**config.mk**
```make
export PLATFORM = sky130hd
export DESIGN_NAME = decade_counter
export DESIGN_NICKNAME = d
export VERILOG_FILES = /design/src/rtl/decade_counter_pkg.sv /design/src/rtl/bcd_digit.sv /design/src/rtl/decade_counter.sv
export SDC_FILE = /design/constraint.sdc
export NUM_CORES = 1
export LEC_CHECK = 0
export CAP_MARGIN = 20
export CORE_AREA = 2 2 39 41
export DETAILED_ROUTE_END_ITERATION = 6
export DIE_AREA = 0 0 41 43
export PLACE_DENSITY = 0.69
export SLEW_MARGIN = 20
export SYNTH_ARGS = -nofsm -noshare
export SYNTH_HDL_FRONTEND = slang
export SYNTH_SLANG_ARGS = --single-unit
```
**constraint.sdc**
```tcl
create_clock -name clk -period 1.75 [get_ports clk]
set_clock_uncertainty 0.05 [all_clocks]
set_input_delay 0.2625 -clock clk [delete_from_list [all_inputs] [get_ports clk]]
set_output_delay 0.2625 -clock clk [all_outputs]
set_load 0.05 [all_outputs]
```
**src/rtl/decade_counter_pkg.sv**
```systemverilog
// decade_counter_pkg: shared BCD digit type, limits and load sanitising helper
package decade_counter_pkg;
    typedef logic [3:0] bcd_digit_t;
    localparam bcd_digit_t BCD_MAX = 4'd9;
    localparam bcd_digit_t BCD_MIN = 4'd0;
    // Non-BCD nibbles collapse to zero so a digit can never hold 10..15
    function automatic bcd_digit_t bcd_sanitize(input bcd_digit_t v);
        return (v > BCD_MAX) ? BCD_MIN : v;
    endfunction
endpackage

```
**src/rtl/bcd_digit.sv**
```systemverilog
// bcd_digit: one MOD-10 up/down stage with clear, load and step enable
module bcd_digit
    import decade_counter_pkg::*;
(
    input  logic       clk,
    input  logic       rst,
    input  logic       clr,
    input  logic       load,
    input  bcd_digit_t load_val,
    input  logic       step_en,
    input  logic       up_dn,
    output bcd_digit_t digit,
    output logic       at_max,
    output logic       at_min
);
    assign at_max = (digit == BCD_MAX);
    assign at_min = (digit == BCD_MIN);
    always_ff @(posedge clk or negedge rst) begin
        if (!rst)
            digit <= BCD_MIN;
        else if (clr)
            digit <= BCD_MIN;
        else if (load)
            digit <= bcd_sanitize(load_val);
        else if (step_en)
            digit <= up_dn ? (at_max ? BCD_MIN : digit + 4'd1)
                           : (at_min ? BCD_MAX : digit - 4'd1);
    end
endmodule

```
**src/rtl/decade_counter.sv**
```systemverilog
// decade_counter: NUM_DIGITS cascaded synchronous BCD digits with terminal count.
// Optional sticky full-wrap output enabled by DECADE_COUNTER_WRAP_FLAG_EN.
module decade_counter
    import decade_counter_pkg::*;
#(
    parameter int NUM_DIGITS = 1
) (
    input  logic                    clk,
    input  logic                    rst,
    input  logic                    en,
    input  logic                    up_dn,
    input  logic                    clr,
    input  logic                    load,
    input  logic [4*NUM_DIGITS-1:0] load_val,
    output logic [4*NUM_DIGITS-1:0] count,
`ifdef DECADE_COUNTER_WRAP_FLAG_EN
    output logic                    wrap_flag,
`endif
    output logic                    tc
);
    logic [NUM_DIGITS:0]   step;
    logic [NUM_DIGITS-1:0] at_max;
    logic [NUM_DIGITS-1:0] at_min;
    // Each stage steps only when every lower stage sits at its wrap point
    assign step[0] = en;
    for (genvar k = 0; k < NUM_DIGITS; k++) begin : g_digit
        bcd_digit u_digit (
            .clk      (clk),
            .rst      (rst),
            .clr      (clr),
            .load     (load),
            .load_val (load_val[4*k +: 4]),
            .step_en  (step[k]),
            .up_dn    (up_dn),
            .digit    (count[4*k +: 4]),
            .at_max   (at_max[k]),
            .at_min   (at_min[k])
        );
        assign step[k+1] = step[k] & (up_dn ? at_max[k] : at_min[k]);
    end
    assign tc = step[NUM_DIGITS];
`ifdef DECADE_COUNTER_WRAP_FLAG_EN
    always_ff @(posedge clk or negedge rst) begin
        if (!rst)
            wrap_flag <= 1'b0;
        else if (clr || load)
            wrap_flag <= 1'b0;
        else if (tc)
            wrap_flag <= 1'b1;
    end
`endif
endmodule

```
==> load_flow_metrics.sql <==
INSERT INTO impl_metrics (metric_group, metric, value, unit) VALUES
('floorplan', 'fp.dieH', '43', 'um'),
('power', 'power.leakage', '0.307', 'nW'),
('power', 'internal_power', '0.278', 'mW'),
('final_layout', 'share_of_final_layout_standard_cells_stronger_than_drive_strength_1', '47.4', '%'),
('sta', 'clock.fmax', '502', 'MHz'),
('power', 'power.net_switching', '0.144', 'mW'),
('worst_setup_path', 'path_class', 'reg2out', ''),
('global_routing', 'grt_overflow', '0', ''),
('floorplan', 'core_area', '1380', 'um2'),
('drt', 'wl_met3', '50', 'um'),
('clock_tree', 'ctsHoldBuffers', '0', ''),
('clock_tree', 'cts_inserted_buffers', '3', ''),
('global_routing', 'grt.total_usage', '16.3', '%'),
('run_status', 'failed_checks', 'setup timing', ''),
('sta', 'fin_worst_hold_slack', '0.178', 'ns'),
('place', 'instance_area_after_placement', '703', 'um2'),
('synthesis', 'yosysWarningCount', '0', ''),
('flow_run', 'max_cap_viol', '0', ''),
('drt', 'route.top_layer_used', 'met4', ''),
('run_status', 'status', 'finished with violations', ''),
('drt', 'routed_wire_length_per_instance', '12.6', 'um'),
('power', 'p_sw_share', '34.2', '%'),
('final_layout', 'reg_top3', 'g_digit.u_digit.digit (4)', ''),
('power', 'clock_power_share', '26.8', '%'),
('power', 'vdd_ir_drop_max', '0.225', 'mV'),
('drt', 'num_vias', '497', ''),
('final_layout', 'diodes', '0', ''),
('synthesis', 'synthCells', '52', ''),
('synthesis', 'synth_edf_count', '0', ''),
('sta', 'layout_min_cycle_time', '1.99', 'ns'),
('drt', 'drtIter0Drc', '13', ''),
('synthesis', 'yosys_most_used_dff', 'sky130_fd_sc_hd__dfrtp_1', ''),
('clock_tree', 'cts_tree', 'yes', ''),
('power', 'comb_power_share', '47.3', '%'),
('floorplan', 'die_w', '41', 'um'),
('synthesis', 'net_count_of_the_mapped_netlist', '66', ''),
('clock_tree', 'latest_clock_arrival_within_the_worst_skew_pair', '0.23', 'ns'),
('synthesis', 'synth.top_cell.area_share', '22.5', '%'),
('final_layout', 'syn_to_final_growth', '70.7', '%'),
('sta', 'transition_time_of_the_tightest_slew_check_pin', '0.400', 'ns'),
('drt', 'wirelength', '1180', 'um'),
('clock_tree', 'ctsHtreeMaxLevel', '1', ''),
('drt', 'drt_drc_violations_left', '0', ''),
('hold_path', 'hold_path_class', 'in2async', ''),
('synthesis', 'syn-cell-area', '444', 'um2'),
('drt', 'drt_pass1_iterations', '4', ''),
('sta', 'report.final.slew_viol_count', '0', ''),
('synthesis', 'synth.area.top_cells', 'sky130_fd_sc_hd__dfrtp_1 23%, sky130_fd_sc_hd__ha_1 11%, sky130_fd_sc_hd__nand3b_1 5.1%, sky130_fd_sc_hd__a311oi_1 3.9%, sky130_fd_sc_hd__a21oi_1 3.4%', ''),
('power', 'seqPwrFrac', '26.0', '%'),
('worst_setup_path', 'worst-path-max-fanout', '4', ''),
('synthesis', 'synth_top_cell_by_area', 'sky130_fd_sc_hd__dfrtp_1', ''),
('place', 'place_worst_setup_slack', '-0.228', 'ns'),
('floorplan', 'starting_utilization_of_the_core_area', '32.1', '%'),
('final_layout', 'max_ffs_per_register', '4', ''),
('floorplan', 'die_area', '1760', 'um2'),
('sta', 'hold_violations', '0', ''),
('synthesis', 'flip_flop_and_latch_count_after_synthesis', '4', ''),
('sta', 'setup_violations', '1', ''),
('floorplan', 'core.rowCount', '14', ''),
('global_routing', 'grt_max_degree', '11', ''),
('sta', 'post-route-worst-setup-slack', '-0.241', 'ns'),
('place', 'port_buffers', '14', ''),
('final_layout', 'registers.top_by_ff_count', 'g_digit.u_digit.digit', ''),
('drt', 'via_to_cell_ratio', '5.29', ''),
('synthesis', 'synth_sequential_area_ratio', '22.5', '%'),
('global_routing', 'number_of_global_route_vias_before_repair', '479', ''),
('place', 'routabilityCongestion', '0.761', ''),
('worst_setup_path', 'element_type_at_the_critical_path_end', 'output pin', ''),
('synthesis', 'synth.cells.most_frequent', '4 x sky130_fd_sc_hd__dfrtp_1, 4 x sky130_fd_sc_hd__ha_1, 4 x sky130_fd_sc_hd__nor2_1', ''),
('final_layout', 'final_area', '758', 'um2'),
('synthesis', 'synth.distinct_cells', '31', '');
[repair_timing]
action,CTS,global route
pin swaps,4,2
buffers inserted,0,0
gates resized for setup,1,5
setup endpoints to repair,3,4
[power groups by stage]
stage	combinational (mW)	clock (mW)	sequential [mW]
final	0.199	0.113	0.110
after global routing	0.217	0.121	0.111
after CTS	0.191	0.115	0.110
after detailed placement	0.188	0	0.111
after global placement	0.186	0	0.111
after floorplan	0.0804	0	0.135
[cell usage in the layout, fill, tap and decap left out, types with 2 or more instances in the layout]
| cell type | instances |
|---|---|
| sky130_fd_sc_hd__clkdlybuf4s50_1 | 9 |
| sky130_fd_sc_hd__o21ai_0 | 3 |
| sky130_fd_sc_hd__dfrtp_2 | 4 |
| sky130_fd_sc_hd__buf_4 | 16 |
| sky130_fd_sc_hd__nand2_1 | 2 |
| sky130_fd_sc_hd__inv_2 | 2 |
| sky130_fd_sc_hd__clkbuf_4 | 3 |
| sky130_fd_sc_hd__nand3b_1 | 3 |
| sky130_fd_sc_hd__ha_1 | 3 |
| sky130_fd_sc_hd__nand2b_1 | 2 |
| sky130_fd_sc_hd__nor2_1 | 4 |
| sky130_fd_sc_hd__a21oi_1 | 2 |
[metrics by stage]
step	util (%)	std cells	power, mW	setup TNS, ns
after floorplan	-	52	0.216	-0.254
after global placement	50.8	91	0.297	-0.481
after detailed placement	50.8	91	0.299	-0.581
after CTS	52.8	94	0.416	-0.273
after global routing	54.8	94	0.449	-0.481
final	54.8	94	0.422	-0.241
[worst max-delay path, stage by stage, from the launching register on]
cell                      delay (ns)
sky130_fd_sc_hd__dfrtp_2        0.42
sky130_fd_sc_hd__inv_2          0.08
sky130_fd_sc_hd__ha_4           0.13
sky130_fd_sc_hd__or3b_4         0.38
sky130_fd_sc_hd__a21oi_4        0.14
sky130_fd_sc_hd__and2_4         0.16
sky130_fd_sc_hd__buf_12         0.13
[area by class of cell]
class / count / area, um2
Fill cell: 131 / 626
Multi-Input combinational cell: 42 / 369
Timing Repair Buffer: 26 / 230
Sequential cell: 4 / 105
Clock buffer: 3 / 22.5
Tap cell: 16 / 20.0
Inverter: 3 / 11.3
[logic make-up (layout without fill, tap and decap cells)]
group	count (synthesis)	after routing	synth area share (%)
AND/OR/NAND/NOR	20	20	28.7
AO/OA/AOI/OAI	16	16	25.1
buffers and inverters	6	32	7.89
adder cells (fa/ha/maj)	4	4	11.3
flip-flops	4	4	22.5
XOR/XNOR	1	1	1.97
multiplexers	1	1	2.54
[per-layer routing]
layer,global-route usage (%),vias to the layer above
li1,-,248
met1,20.3,229
met2,25.6,18
met3,4.71,2
met4,6.00,0
met5,0,-
[final timing paths]
| path | to | slack (ns) | cells past startpoint | startpoint |
|---|---|---|---|---|
| min in group clk | g_digit[0].u_digit.digit[2]$_DFFE_PN0P_ | 0.60 | 3 | load_val[2] |
| min reg2reg | g_digit[0].u_digit.digit[0]$_DFFE_PN0P_ | 0.65 | 3 | g_digit[0].u_digit.digit[0]$_DFFE_PN0P_ |
| min | g_digit[0].u_digit.digit[2]$_DFFE_PN0P_ | 0.18 | 1 | rst |
| max in group asynchronous | g_digit[0].u_digit.digit[0]$_DFFE_PN0P_ | 1.29 | 1 | rst |
| max | tc | -0.24 | 6 | g_digit[0].u_digit.digit[1]$_DFFE_PN0P_ |
| max reg2reg | g_digit[0].u_digit.digit[2]$_DFFE_PN0P_ | 0.02 | 7 | g_digit[0].u_digit.digit[1]$_DFFE_PN0P_ |
Power figures use the tool's default switching activity.
